[src/rtl/pending_prio_pkg.sv]
// Shared constants, state encoding and priority helper for the pending priority encoder.
// Latency: none (package only).
// Backpressure: not applicable.
package pending_prio_pkg;

  localparam int N_REQ  = 4;
  localparam int CODE_W = 2;
  localparam int CNT_W  = 8;
  localparam int POP_W  = 3;

  typedef enum logic {
    IDLE = 1'b0,
    HOLD = 1'b1
  } state_t;

  // Highest set index wins; an all-zero vector maps to code 0.
  function automatic logic [CODE_W-1:0] prio_code(input logic [N_REQ-1:0] v);
    logic [CODE_W-1:0] c;
    c = '0;
    for (int i = 0; i < N_REQ; i++) begin
      if (v[i]) c = CODE_W'(i);
    end
    return c;
  endfunction

endpackage

[src/rtl/pending_priority_encoder_prio_enc_4to2.sv]
// Highest-index priority encoder over four lines with an any-set flag.
// Latency: purely combinational.
// Backpressure: none; output follows the input vector.
module prio_enc_4to2
  import pending_prio_pkg::*;
(
  input  logic [N_REQ-1:0]  vec,
  output logic [CODE_W-1:0] code,
  output logic              any_set
);

  // Encode the highest set bit and flag whether any bit is set.
  always_comb begin
    code    = prio_code(vec);
    any_set = |vec;
  end

endmodule

[src/rtl/pending_priority_encoder.sv]
// Sticky request capture with highest-index code presentation over valid/ready.
// Latency: req sampled at edge k is presented as out_valid/out_code right after edge k.
// Backpressure: out_code holds while out_ready=0; new requests wait in pending, no preemption.
module pending_priority_encoder
  import pending_prio_pkg::*;
(
  input  logic              clk,
  input  logic              rst_n,
  input  logic              enable,
  input  logic [N_REQ-1:0]  req,
  input  logic              out_ready,
  output logic              out_valid,
  output logic [CODE_W-1:0] out_code,
  output logic [N_REQ-1:0]  pending,
  output logic [CNT_W-1:0]  missed_cnt
);

  state_t             state;
  state_t             state_nxt;
  logic [N_REQ-1:0]   req_m;
  logic               acc;
  logic [N_REQ-1:0]   clr;
  logic [N_REQ-1:0]   clr_eff;
  logic [N_REQ-1:0]   next_set;
  logic [N_REQ-1:0]   miss_vec;
  logic [CODE_W-1:0]  enc_code;
  logic               any_set;
  logic               load;
  logic [POP_W-1:0]   miss_inc;
  logic [CNT_W:0]     miss_sum;
  logic [CNT_W-1:0]   missed_nxt;

  assign req_m    = enable ? req : '0;
  assign acc      = out_valid & out_ready;
  assign clr      = acc ? (N_REQ'(1) << out_code) : '0;
  // A request landing on the bit being retired keeps it pending.
  assign clr_eff  = clr & ~req_m;
  assign next_set = (pending | req_m) & ~clr_eff;
  // Requests on the retiring bit are re-arms, not misses.
  assign miss_vec = req_m & pending & ~clr;
  assign out_valid = (state == HOLD);

  prio_enc_4to2 u_prio_enc (
    .vec     (next_set),
    .code    (enc_code),
    .any_set (any_set)
  );

  // State register.
  always_ff @(posedge clk or negedge rst_n) begin
    if (!rst_n) state <= IDLE;
    else        state <= state_nxt;
  end

  // Next state: enter HOLD on any work, leave only when an accept drains everything.
  always_comb begin
    state_nxt = state;
    case (state)
      IDLE:    if (any_set) state_nxt = HOLD;
      HOLD:    if (acc && !any_set) state_nxt = IDLE;
      default: state_nxt = IDLE;
    endcase
  end

  // Output control: a new code is loaded from IDLE or right after an accept.
  always_comb begin
    load = 1'b0;
    case (state)
      IDLE:    load = any_set;
      HOLD:    load = acc && any_set;
      default: load = 1'b0;
    endcase
  end

  // Popcount the missed requests and saturate the running total.
  always_comb begin
    miss_inc = '0;
    for (int i = 0; i < N_REQ; i++) begin
      miss_inc = miss_inc + POP_W'(miss_vec[i]);
    end
    miss_sum = {1'b0, missed_cnt} + (CNT_W+1)'(miss_inc);
    missed_nxt = miss_sum[CNT_W] ? {CNT_W{1'b1}} : miss_sum[CNT_W-1:0];
  end

  // Pending bits, presented code and missed counter registers.
  always_ff @(posedge clk or negedge rst_n) begin
    if (!rst_n) begin
      pending    <= '0;
      out_code   <= '0;
      missed_cnt <= '0;
    end else begin
      pending    <= next_set;
      missed_cnt <= missed_nxt;
      if (load) out_code <= enc_code;
    end
  end

endmodule

[config.mk]
export PLATFORM = sky130hd
export DESIGN_NAME = pending_priority_encoder
export DESIGN_NICKNAME = d
export VERILOG_FILES = /design/src/rtl/pending_prio_pkg.sv /design/src/rtl/pending_priority_encoder_prio_enc_4to2.sv /design/src/rtl/pending_priority_encoder.sv
export SDC_FILE = /design/constraint.sdc
export NUM_CORES = 1
export LEC_CHECK = 0
export ABC_AREA = 0
export CORE_UTILIZATION = 35
export CTS_CLUSTER_DIAMETER = 40
export CTS_CLUSTER_SIZE = 40
export DETAILED_ROUTE_END_ITERATION = 10
export GPL_TIMING_DRIVEN = 1
export PLACE_DENSITY = 0.62
export SLEW_MARGIN = 40
export SYNTH_ARGS = -nofsm -noshare
export SYNTH_HDL_FRONTEND = slang
export SYNTH_HIERARCHICAL = 1
export SYNTH_SLANG_ARGS = --single-unit
[constraint.sdc]
create_clock -name clk -period 3.92 [get_ports clk]
set_clock_uncertainty 0.05 [all_clocks]
set_input_delay 0.588 -clock clk [delete_from_list [all_inputs] [get_ports clk]]
set_output_delay 0.588 -clock clk [all_outputs]
set_load 0.02 [all_outputs]
==> metrics.txt, run 1 <==
count of different cell masters after synthesis 29; count of cells resized by post-cts repair 0; vias in the first global route 577; Slew @ Worst Pin ~0.7 ns; number of diodes added for antenna fixing 0; min cycle time layout 3.21 ns; number of buffer and inverter stages on the critical path 2; CTS tree done; Peak supply drop 380 uV; kind of cell with the highest combined delay on the critical path adder cells; DIE WIDTH 49.8 um; register area share after synthesis a little under half; Sink Count 15; routed via count 612; Synth Net Count 83; CTS buffer count 3; worst slew margin relative to its limit 54.2%; Period Utilization, post-route between 80 and 90%; number of buffers added to fix hold violations after cts 0; area share of the leading cell type in the synthesized netlist approximately 47%; Post CTS Setup Buffer Count 0; count of final setup violators 0; effective utilization at floorplan 39.1%; growth of design area from synthesis to finish 35.1%; cell types occupying the most area after synthesis sky130_fd_sc_hd__dfrtp_1, sky130_fd_sc_hd__fa_1, sky130_fd_sc_hd__nand4_1, sky130_fd_sc_hd__nand2_1, sky130_fd_sc_hd__a22o_1; Net Sw Power 0.000316 W; mean post-synth cell area 11.2 um^2; Hold Vio Cnt, Final 0; placed insts 120; share of power burned in registers about 36%; share of synthesized registers carrying an async set or reset between 90% and 100%; number of synthesized register bits 15; top cell type by total area after synthesis sky130_fd_sc_hd__dfrtp_1; insertion delay of the later-clocked pin in the worst-skew pair 0.28 ns; startpoint-to-endpoint class of the critical path input pin to flop; fraction of layout instances using a drive strength above 1 13.4%; Detail Placement HPWL 1250 um; setup tns final 0 ns; slowest CP cell sky130_fd_sc_hd__fa_1; Nets 110; number of max-cap violations 0; total congestion overflow 0; full die area 0.00248 mm^2; power share of the combinational group roughly 53%; Internal Dissipation 0.000456 W; count of port buffers added during placement 22; Reg2Reg Launch Point out_valid; post-synthesis instance total 71; arrival time of the worst setup path 3.33 ns; wire length of the first global-routing pass 2690 um; power density of the placed cells between 700 and 800 mW/mm^2; biggest fanout along the worst timing path 5; weighted congestion at the end of routability-driven global placement 0.750; total routing usage reported by global routing between 10% and 20%; number of synthesized flops with an enable pin 0; register clock-pin slew on the reported worst setup and hold paths ~0.09 ns; number of fill cells in the layout 214; unrepaired setup endpoints after global routing false; remaining routing DRC violations 0; post-detailed-route wirelength per cell 13.8 um; cells along the critical path clkdlybuf4s50_1 > nand3_1 > o21ai_0 > or2_2 > fa_1 > fa_1 > inv_1 > fa_1 > nand2_2 > nand2_1 > mux2_4; antenna violations before repair 0; Critical Path Most Common Cell sky130_fd_sc_hd__fa_1; share of total power consumed by net switching 40.9%; run status finished clean; nature of the critical path endpoint flop; largest net degree at the start of global routing 16; Worst Setup SP out_ready; leakage power total 0.453 nW; path category of the worst min-delay check flop to flop; maximum clock frequency 312 MHz; final cell count without fillers ~120; Final Max Slew Viols 0; buffer type at the clock tree root sky130_fd_sc_hd__clkbuf_4; first drt pass iteration count 3; final antenna-violating net count 0; start point of the worst hold path missed_cnt[6]; WP data required 4.04 ns; Post-Synthesis Cell Area about 800 um^2; H-tree depth 1; Core Rows 16; biggest cell delay along the critical path 0.53 ns; initial DRC count 5; Worst Setup Start Kind input pin; relative contribution of the clock network to total power around 11%; number of top-level design ports 23; Total Routed Length about 1700 um; vertical die dimension 49.8 um; synthesis warning total 6; clk buf depth 2; average via count per standard cell a little under 5; floorplan core area 0.00204 mm^2; primary flip-flop cell chosen by synthesis mapping sky130_fd_sc_hd__dfrtp_1
Yosys cell counts, drive strengths merged, types with 2 or more instances:
cell    count
nand3       4
nand4       5
xor2        3
a22o        3
and2        2
o211ai      2
mux2        3
inv         4
or2         2
o21ai       2
fa          3
nand2b      3
nand2       9
dfrtp      15
through the flow:
step	power [W]	utilization [%]	cell area [um^2]	hold slack (ns)	setup slack (ns)
after floorplan	0.000514	-	798	0.242	1.10
after global placement	0.000682	51.5	1050	0.462	0.505
after detailed placement	0.000684	51.5	1050	0.450	0.447
after CTS	0.000780	52.8	1080	0.465	0.706
after global routing	0.000831	52.8	1080	0.500	0.625
final	0.000771	52.8	1080	0.472	0.711
sequential cells by signal (all words and copies together), names as in the netlist:
signal,cells
out_valid,1
out_code,2
missed_cnt,8
pending,4
cell type report:
cell class,count,area (um^2),area share (%)
well taps,27,33.8,3.13
repair buffers,22,220,20.4
flip-flops and latches,15,375,34.8
clock buffers,4,26.3,2.44
inverters,4,15.0,1.39
multi-input cells,52,408,37.8
worst register-to-register path, delay by kind of cell, from the launching register on:
family	cells	cell delay, ns
compound gates	1	0.09
mux	1	0.27
simple gates	4	0.60
flops	1	0.44
fa+ha+maj	3	1.22
buf+inv	1	0.07
power groups by stage:
stage | clock, W | sequential [W] | combinational, W
after detailed placement | 0 | 0.000278 | 0.000405
after floorplan | 0 | 0.000341 | 0.000173
after global placement | 0 | 0.000277 | 0.000405
final | 0.0000866 | 0.000277 | 0.000408
after global routing | 0.0000963 | 0.000285 | 0.000449
after CTS | 0.0000902 | 0.000275 | 0.000415
placed cells by master (no fill, tap or decap), drive strengths merged, types with 4 or more instances in the layout:
cell            n
clkdlybuf4s50  22
dfrtp          15
nand2           9
nand4           5
inv             4
nand3           4
clkbuf          4
layer usage:
layer  GRT usage, %  vias up  share of wire [%]  wire length, um
li1               -      305                  -                -
met1           22.2      295                 51              871
met2           21.6       10                 46              784
met3           4.63        2                2.3               39
met4           2.86        0               0.82               14
met5              0        -                  0                0
logic make-up after synthesis:
family / count (synthesis) / synth area share, %
XOR/XNOR: 3 / 3.29
buffers and inverters: 4 / 1.88
adder cells (fa/ha/maj): 4 / 9.09
AND/OR/NAND/NOR: 31 / 22.6
AO/OA/AOI/OAI: 11 / 11.4
flip-flops: 15 / 47.0
multiplexers: 3 / 4.70
final timing paths:
| path | end | slack (ns) | cells past startpoint |
|---|---|---|---|
| max | missed_cnt[7] | 0.71 | 11 |
| min | missed_cnt[6] | 0.47 | 1 |
| max reg2reg | missed_cnt[7] | 1.08 | 10 |
| min reg2reg | missed_cnt[6] | 0.47 | 1 |
| max in group asynchronous | out_valid | 2.71 | 1 |
| min in group asynchronous | pending[0] | 0.67 | 1 |
(Power assumes the default switching activity.)
==> inputs of run 2 (changes only) <==
==> constraint.sdc (replaced) <==
create_clock -name clk -period 3.1 [get_ports clk]
set_clock_uncertainty 0.05 [all_clocks]
set_input_delay 0.465 -clock clk [delete_from_list [all_inputs] [get_ports clk]]
set_output_delay 0.465 -clock clk [all_outputs]
set_load 0.02 [all_outputs]
==> run 2 against run 1 <==
Setup slack lost 0.51 ns. Critical path depth is the same. Worst hold slack lost 0.018 ns. Non-clock buffer count grew 3. Combinational power grew 28%. Critical endpoint unchanged.
==> metrics.txt, run 2 (synthesis results as in run 1) <==
clk buf depth 2 (unchanged); vertical die dimension 49.8 um (unchanged); startpoint-to-endpoint class of the critical path input pin to flop (unchanged); routed via count 634 (was 612); total congestion overflow 0 (unchanged); antenna violations before repair 0 (unchanged); weighted congestion at the end of routability-driven global placement 0.794 (was 0.750); remaining routing DRC violations 0 (unchanged); Final Max Slew Viols 0 (unchanged); largest reg by FF count missed_cnt (unchanged); post-detailed-placement cell area 0.00107 mm^2 (was 0.00105 mm^2); WP data required 3.23 ns (was 4.04 ns); post-detailed-route wirelength per cell 13.4 um (was 13.8 um); power density of the placed cells 896 mW/mm^2 (was 715 mW/mm^2); CTS buffer count 3 (unchanged); Nets 113 (was 110); biggest fanout along the worst timing path 3 (was 5); initial DRC count 5 (unchanged); Worst Setup SP out_ready (unchanged); Sink Count 15 (unchanged); register clock-pin slew on the reported worst setup and hold paths 0.09 ns (about the same); first drt pass iteration count 2 (was 3); count of port buffers added during placement 22 (unchanged); Slew @ Worst Pin 0.686 ns (was 0.685 ns); multi-input combinational cell area 408 um^2 (unchanged); largest net degree at the start of global routing 16 (unchanged); Detail Placement HPWL 1330 um (was 1250 um); maximum clock frequency 345 MHz; Post CTS Setup Buffer Count 0 (unchanged); effective utilization at floorplan 39.1% (unchanged); DR top layer met4 (unchanged); met3 routed WL 42 um (was 39 um); met2 wirelength from detailed routing 781 um (was 784 um); number of max-cap violations 0 (unchanged); average via count per standard cell 4.99 (was 4.94); commonest non-fill, non-tap cell in the layout sky130_fd_sc_hd__clkdlybuf4s50_1 (unchanged); path category of the worst min-delay check flop to flop (unchanged); highest-count cells in the layout ignoring fill and taps sky130_fd_sc_hd__clkdlybuf4s50_1, sky130_fd_sc_hd__dfrtp_1, sky130_fd_sc_hd__nand2_1, sky130_fd_sc_hd__nand4_1 (unchanged); total routing usage reported by global routing 15.6% (was 15.1%); number of buffers added to fix hold violations after cts 0 (unchanged); Total Routed Length 1710 um (about the same); wire length of the first global-routing pass 2800 um (was 2690 um); Reg2Reg Launch Point out_valid (unchanged); growth of design area from synthesis to finish 37.9% (was 35.1%); leakage power total 0.468 nW (was 0.453 nW); start point of the worst hold path missed_cnt[6] (unchanged); fraction of layout instances using a drive strength above 1 16.0% (was 13.4%); Met1 Wirelength 854 um (was 871 um); vias in the first global route 606 (was 577); count of cells resized by post-cts repair 0 (unchanged); Hold Vio Cnt, Final 0 (unchanged); Core Rows 16 (unchanged); full die area 0.00248 mm^2 (unchanged); count of final setup violators 0 (unchanged); setup tns final 0 ns (unchanged); nature of the critical path endpoint flop (unchanged); run status finished clean (unchanged); number of fill cells in the layout 201 (was 214); largest registers missed_cnt (8), pending (4), out_code (2) (unchanged); number of diodes added for antenna fixing 0 (unchanged); Period Utilization, post-route between 90% and 100%; number of top-level design ports 23 (unchanged); worst slew margin relative to its limit 54.2% (about the same); floorplan core area 0.00204 mm^2 (unchanged); final antenna-violating net count 0 (unchanged); buffer type at the clock tree root sky130_fd_sc_hd__clkbuf_4 (unchanged); CTS tree done (unchanged); insertion delay of the later-clocked pin in the worst-skew pair 0.29 ns (was 0.28 ns); Worst Setup Start Kind input pin (unchanged); DIE WIDTH 49.8 um (unchanged); min cycle time layout 2.90 ns; Peak supply drop 446 uV (was 380 uV); number of flip-flops in the largest register 8 (unchanged); unrepaired setup endpoints after global routing false (unchanged); FF+latch area 375 um^2 (unchanged); H-tree depth 1 (unchanged); final non-filler cell area 0.00110 mm^2 (was 0.00108 mm^2); arrival time of the worst setup path 3.03 ns (was 3.33 ns)
-- run 2: cell type report --
class | instances | share of cell area [%]
multi-input combinational | 52 | 37.0
inverter | 4 | 1.36
sequential | 15 | 34.1
tap | 27 | 3.07
clock buffer | 4 | 2.39
timing repair buffer | 25 | 22.0
-- run 2: worst max-delay path, cell delays in order --
cell,delay [ns]
sky130_fd_sc_hd__clkdlybuf4s50_1,0.42
sky130_fd_sc_hd__nand3_1,0.08
sky130_fd_sc_hd__o21ai_0,0.09
sky130_fd_sc_hd__or2_2,0.33
sky130_fd_sc_hd__fa_1,0.52
sky130_fd_sc_hd__fa_1,0.22
sky130_fd_sc_hd__inv_1,0.06
sky130_fd_sc_hd__fa_1,0.42
sky130_fd_sc_hd__nand2_2,0.11
sky130_fd_sc_hd__nand2_1,0.05
sky130_fd_sc_hd__mux2_4,0.27
-- run 2: path summary, 6_finish.rpt --
path                                       to  slack [ns]  cells after the start
worst max-delay path            missed_cnt[7]        0.20                     11
worst min-delay path            missed_cnt[6]        0.45                      1
worst max register to register  missed_cnt[7]        0.32                     10
worst min register to register  missed_cnt[6]        0.45                      1
max in group asynchronous       missed_cnt[7]        2.03                      1
min in group asynchronous       missed_cnt[3]        0.53                      1
-- run 2: layer usage --
metal,track usage [%],vias up
met5,0,-
met1,22.9,305
li1,-,313
met2,21.2,12
met4,8.57,0
met3,2.78,4
-- run 2: where the power goes --
group / internal, W / switching (W)
clock network: 0.0000501 / 0.0000666
logic: 0.000262 / 0.000263
registers: 0.000272 / 0.0000740
-- run 2: per-stage QoR --
step                      total power, W  instances  utilization [%]  hold WS [ns]  worst slack (ns)
after detailed placement        0.000881        123             52.6         0.455            -0.115
after global placement          0.000869        123             52.6         0.445           -0.0485
after floorplan                 0.000650         71                -         0.119             0.341
after CTS                        0.00100        127             53.9         0.467             0.205
final                           0.000987        127             53.9         0.454             0.197
after global routing             0.00106        127             53.9         0.491             0.106
==> inputs of run 3 (changes only) <==
--- a/config.mk
+++ b/config.mk
@@ -12,8 +12,10 @@
 export DETAILED_ROUTE_END_ITERATION = 10
 export GPL_TIMING_DRIVEN = 1
 export PLACE_DENSITY = 0.62
+export RECOVER_POWER = 100
 export SLEW_MARGIN = 40
 export SYNTH_ARGS = -nofsm -noshare
 export SYNTH_HDL_FRONTEND = slang
 export SYNTH_HIERARCHICAL = 1
 export SYNTH_SLANG_ARGS = --single-unit
+export TNS_END_PERCENT = 30
==> run 3 against run 2 <==
Final area down 0.91%. First-iteration DRC count rose by 20%. Critical path depth is the same. Total power is 4.2% lower. Sequential share of layout area increased by 0.31 points. Non-clock buffer count is the same. Global-route usage is the same. Setup slack got worse by 0.013 ns. Register-to-register slack about the same. Critical endpoint unchanged.
==> metrics.txt, run 3 (synthesis results as in run 1) <==
run status finished clean (unchanged); total routing usage reported by global routing 15.6% (unchanged); Worst Reg2Reg Path Length in Cells 10 (unchanged); number of top-level design ports 23 (unchanged); Nets 113 (unchanged); Sink Count 15 (unchanged); total congestion overflow 0 (unchanged); growth of design area from synthesis to finish 36.7% (was 37.9%); setup tns final 0 ns (unchanged); Period Utilization, post-route 94.0% (was 93.6%); insertion delay of the later-clocked pin in the worst-skew pair 0.29 ns (about the same); largest reg by FF count missed_cnt (unchanged); unrepaired setup endpoints after global routing false (unchanged); wire length of the first global-routing pass 2800 um (unchanged); full die area 0.00248 mm^2 (unchanged); count of cells resized by post-cts repair 0 (unchanged); post-detailed-route wirelength per cell 13.3 um (was 13.4 um); floorplan core area 0.00204 mm^2 (unchanged); Hold Vio Cnt, Final 0 (unchanged); startpoint-to-endpoint class of the critical path input pin to flop (unchanged); average via count per standard cell 4.94 (was 4.99); number of fill cells in the layout 202 (was 201); number of diodes added for antenna fixing 0 (unchanged); Final Max Slew Viols 0 (unchanged); count of final setup violators 0 (unchanged); vias in the first global route 606 (unchanged); maximum clock frequency 343 MHz (was 345 MHz); remaining routing DRC violations 0 (unchanged); leakage power total 0.456 nW (was 0.468 nW); path category of the worst min-delay check flop to flop (unchanged); DR top layer met4 (unchanged); weighted congestion at the end of routability-driven global placement 0.794 (unchanged); final core utilization 53.4% (was 53.9%); Worst Setup Start Kind input pin (unchanged); commonest non-fill, non-tap cell in the layout sky130_fd_sc_hd__dlygate4sd3_1 (was sky130_fd_sc_hd__clkdlybuf4s50_1); number of max-cap violations 0 (unchanged); fraction of layout instances using a drive strength above 1 13.0% (was 16.0%); biggest fanout along the worst timing path 3 (unchanged); Reg2Reg Launch Point out_valid (unchanged); start point of the worst hold path missed_cnt[6] (unchanged); nature of the critical path endpoint flop (unchanged); FF+latch area 375 um^2 (unchanged); arrival time of the worst setup path 3.04 ns (was 3.03 ns); Met1 Wirelength 834 um (was 854 um); antenna violations before repair 0 (unchanged); met3 routed WL 42 um (unchanged); vertical die dimension 49.8 um (unchanged); worst slew margin relative to its limit 53.8% (was 54.2%); H-tree depth 1 (unchanged); number of buffers added to fix hold violations after cts 0 (unchanged); Worst Hold End missed_cnt[6] (unchanged); DIE WIDTH 49.8 um (unchanged); routed via count 627 (was 634); Peak supply drop 436 uV (was 446 uV); buffer type at the clock tree root sky130_fd_sc_hd__clkbuf_4 (unchanged); CTS buffer count 3 (unchanged); effective utilization at floorplan 39.1% (unchanged); highest-count cells in the layout ignoring fill and taps sky130_fd_sc_hd__dlygate4sd3_1, sky130_fd_sc_hd__dfrtp_1, sky130_fd_sc_hd__nand2_1, sky130_fd_sc_hd__clkdlybuf4s50_1, sky130_fd_sc_hd__nand4_1 (was sky130_fd_sc_hd__clkdlybuf4s50_1, sky130_fd_sc_hd__dfrtp_1, sky130_fd_sc_hd__nand2_1, sky130_fd_sc_hd__nand4_1); r2r endpoint missed_cnt[7] (unchanged); largest net degree at the start of global routing 16 (unchanged); number of flip-flops in the largest register 8 (unchanged); Total Routed Length 1690 um (was 1710 um); Detail Placement HPWL 1330 um (unchanged); count of port buffers added during placement 22 (unchanged); clk buf depth 2 (unchanged); reg-to-reg setup timing slack 0.31 ns (was 0.32 ns); hold path cells 1 (unchanged); power density of the placed cells 866 mW/mm^2 (was 896 mW/mm^2); CTS tree done (unchanged); Slew @ Worst Pin 0.691 ns (was 0.686 ns); min cycle time layout 2.92 ns (was 2.90 ns); WP data required 3.23 ns (about the same); final antenna-violating net count 0 (unchanged); register clock-pin slew on the reported worst setup and hold paths 0.09 ns (about the same); met2 wirelength from detailed routing 782 um (was 781 um); Final Hold Slack 0.450 ns (was 0.454 ns); multi-input combinational cell area 405 um^2 (was 408 um^2); largest registers missed_cnt (8), pending (4), out_code (2) (unchanged); first drt pass iteration count 2 (unchanged); initial DRC count 6 (was 5); Core Rows 16 (unchanged); Post CTS Setup Buffer Count 0 (unchanged)
==> run 3: routing by layer <==
layer / track usage, % / up-vias
met5: 0 / -
li1: - / 312
met2: 21.2 / 12
met1: 22.9 / 299
met3: 2.78 / 4
met4: 8.57 / 0
==> run 3: metrics by stage <==
step	cells	total power (W)	instance area [um^2]	setup WS, ns
6_report	127	0.000945	1090	0.185
5_1_grt	127	0.00102	1090	0.0733
4_1_cts	127	0.00100	1100	0.205
3_5_place_dp	123	0.000881	1070	-0.115
3_3_place_gp	123	0.000869	1070	-0.0485
2_1_floorplan	71	0.000650	798	0.341
==> run 3: area by class of cell <==
type	count	area share, %
tap	27	3.10
inverter	4	1.38
clock buffer	4	2.41
sequential	15	34.4
multi-input combinational	52	37.2
timing repair buffer	25	21.6
==> run 3: worst max-delay path, stage by stage <==
cell	delay, ns
sky130_fd_sc_hd__clkdlybuf4s50_1	0.42
sky130_fd_sc_hd__nand3_1	0.08
sky130_fd_sc_hd__o21ai_0	0.09
sky130_fd_sc_hd__or2_2	0.33
sky130_fd_sc_hd__fa_1	0.52
sky130_fd_sc_hd__fa_1	0.22
sky130_fd_sc_hd__inv_1	0.06
sky130_fd_sc_hd__fa_1	0.41
sky130_fd_sc_hd__nand2_1	0.13
sky130_fd_sc_hd__nand2_1	0.06
sky130_fd_sc_hd__mux2_4	0.27
==> run 3: power by group <==
group | total (W) | leakage [nW] | switching (W) | internal (W)
combinational | 0.000487 | 0.273 | 0.000259 | 0.000228
sequential | 0.000342 | 0.168 | 0.0000703 | 0.000272
clock | 0.000117 | 0.0150 | 0.0000666 | 0.0000501
total | 0.000945 | 0.456 | 0.000396 | 0.000550
==> run 3: worst max path at each step <==
stage                   start            end  slack (ns)  depth (start not counted)
finish              out_ready  missed_cnt[7]        0.18                         11
global placement    out_ready  missed_cnt[7]       -0.05                         11
CTS                 out_ready  missed_cnt[7]        0.20                         11
global route        out_ready  missed_cnt[7]        0.07                         11
floorplan           out_valid  missed_cnt[7]        0.34                         10
detailed placement  out_ready  missed_cnt[7]       -0.11                         11
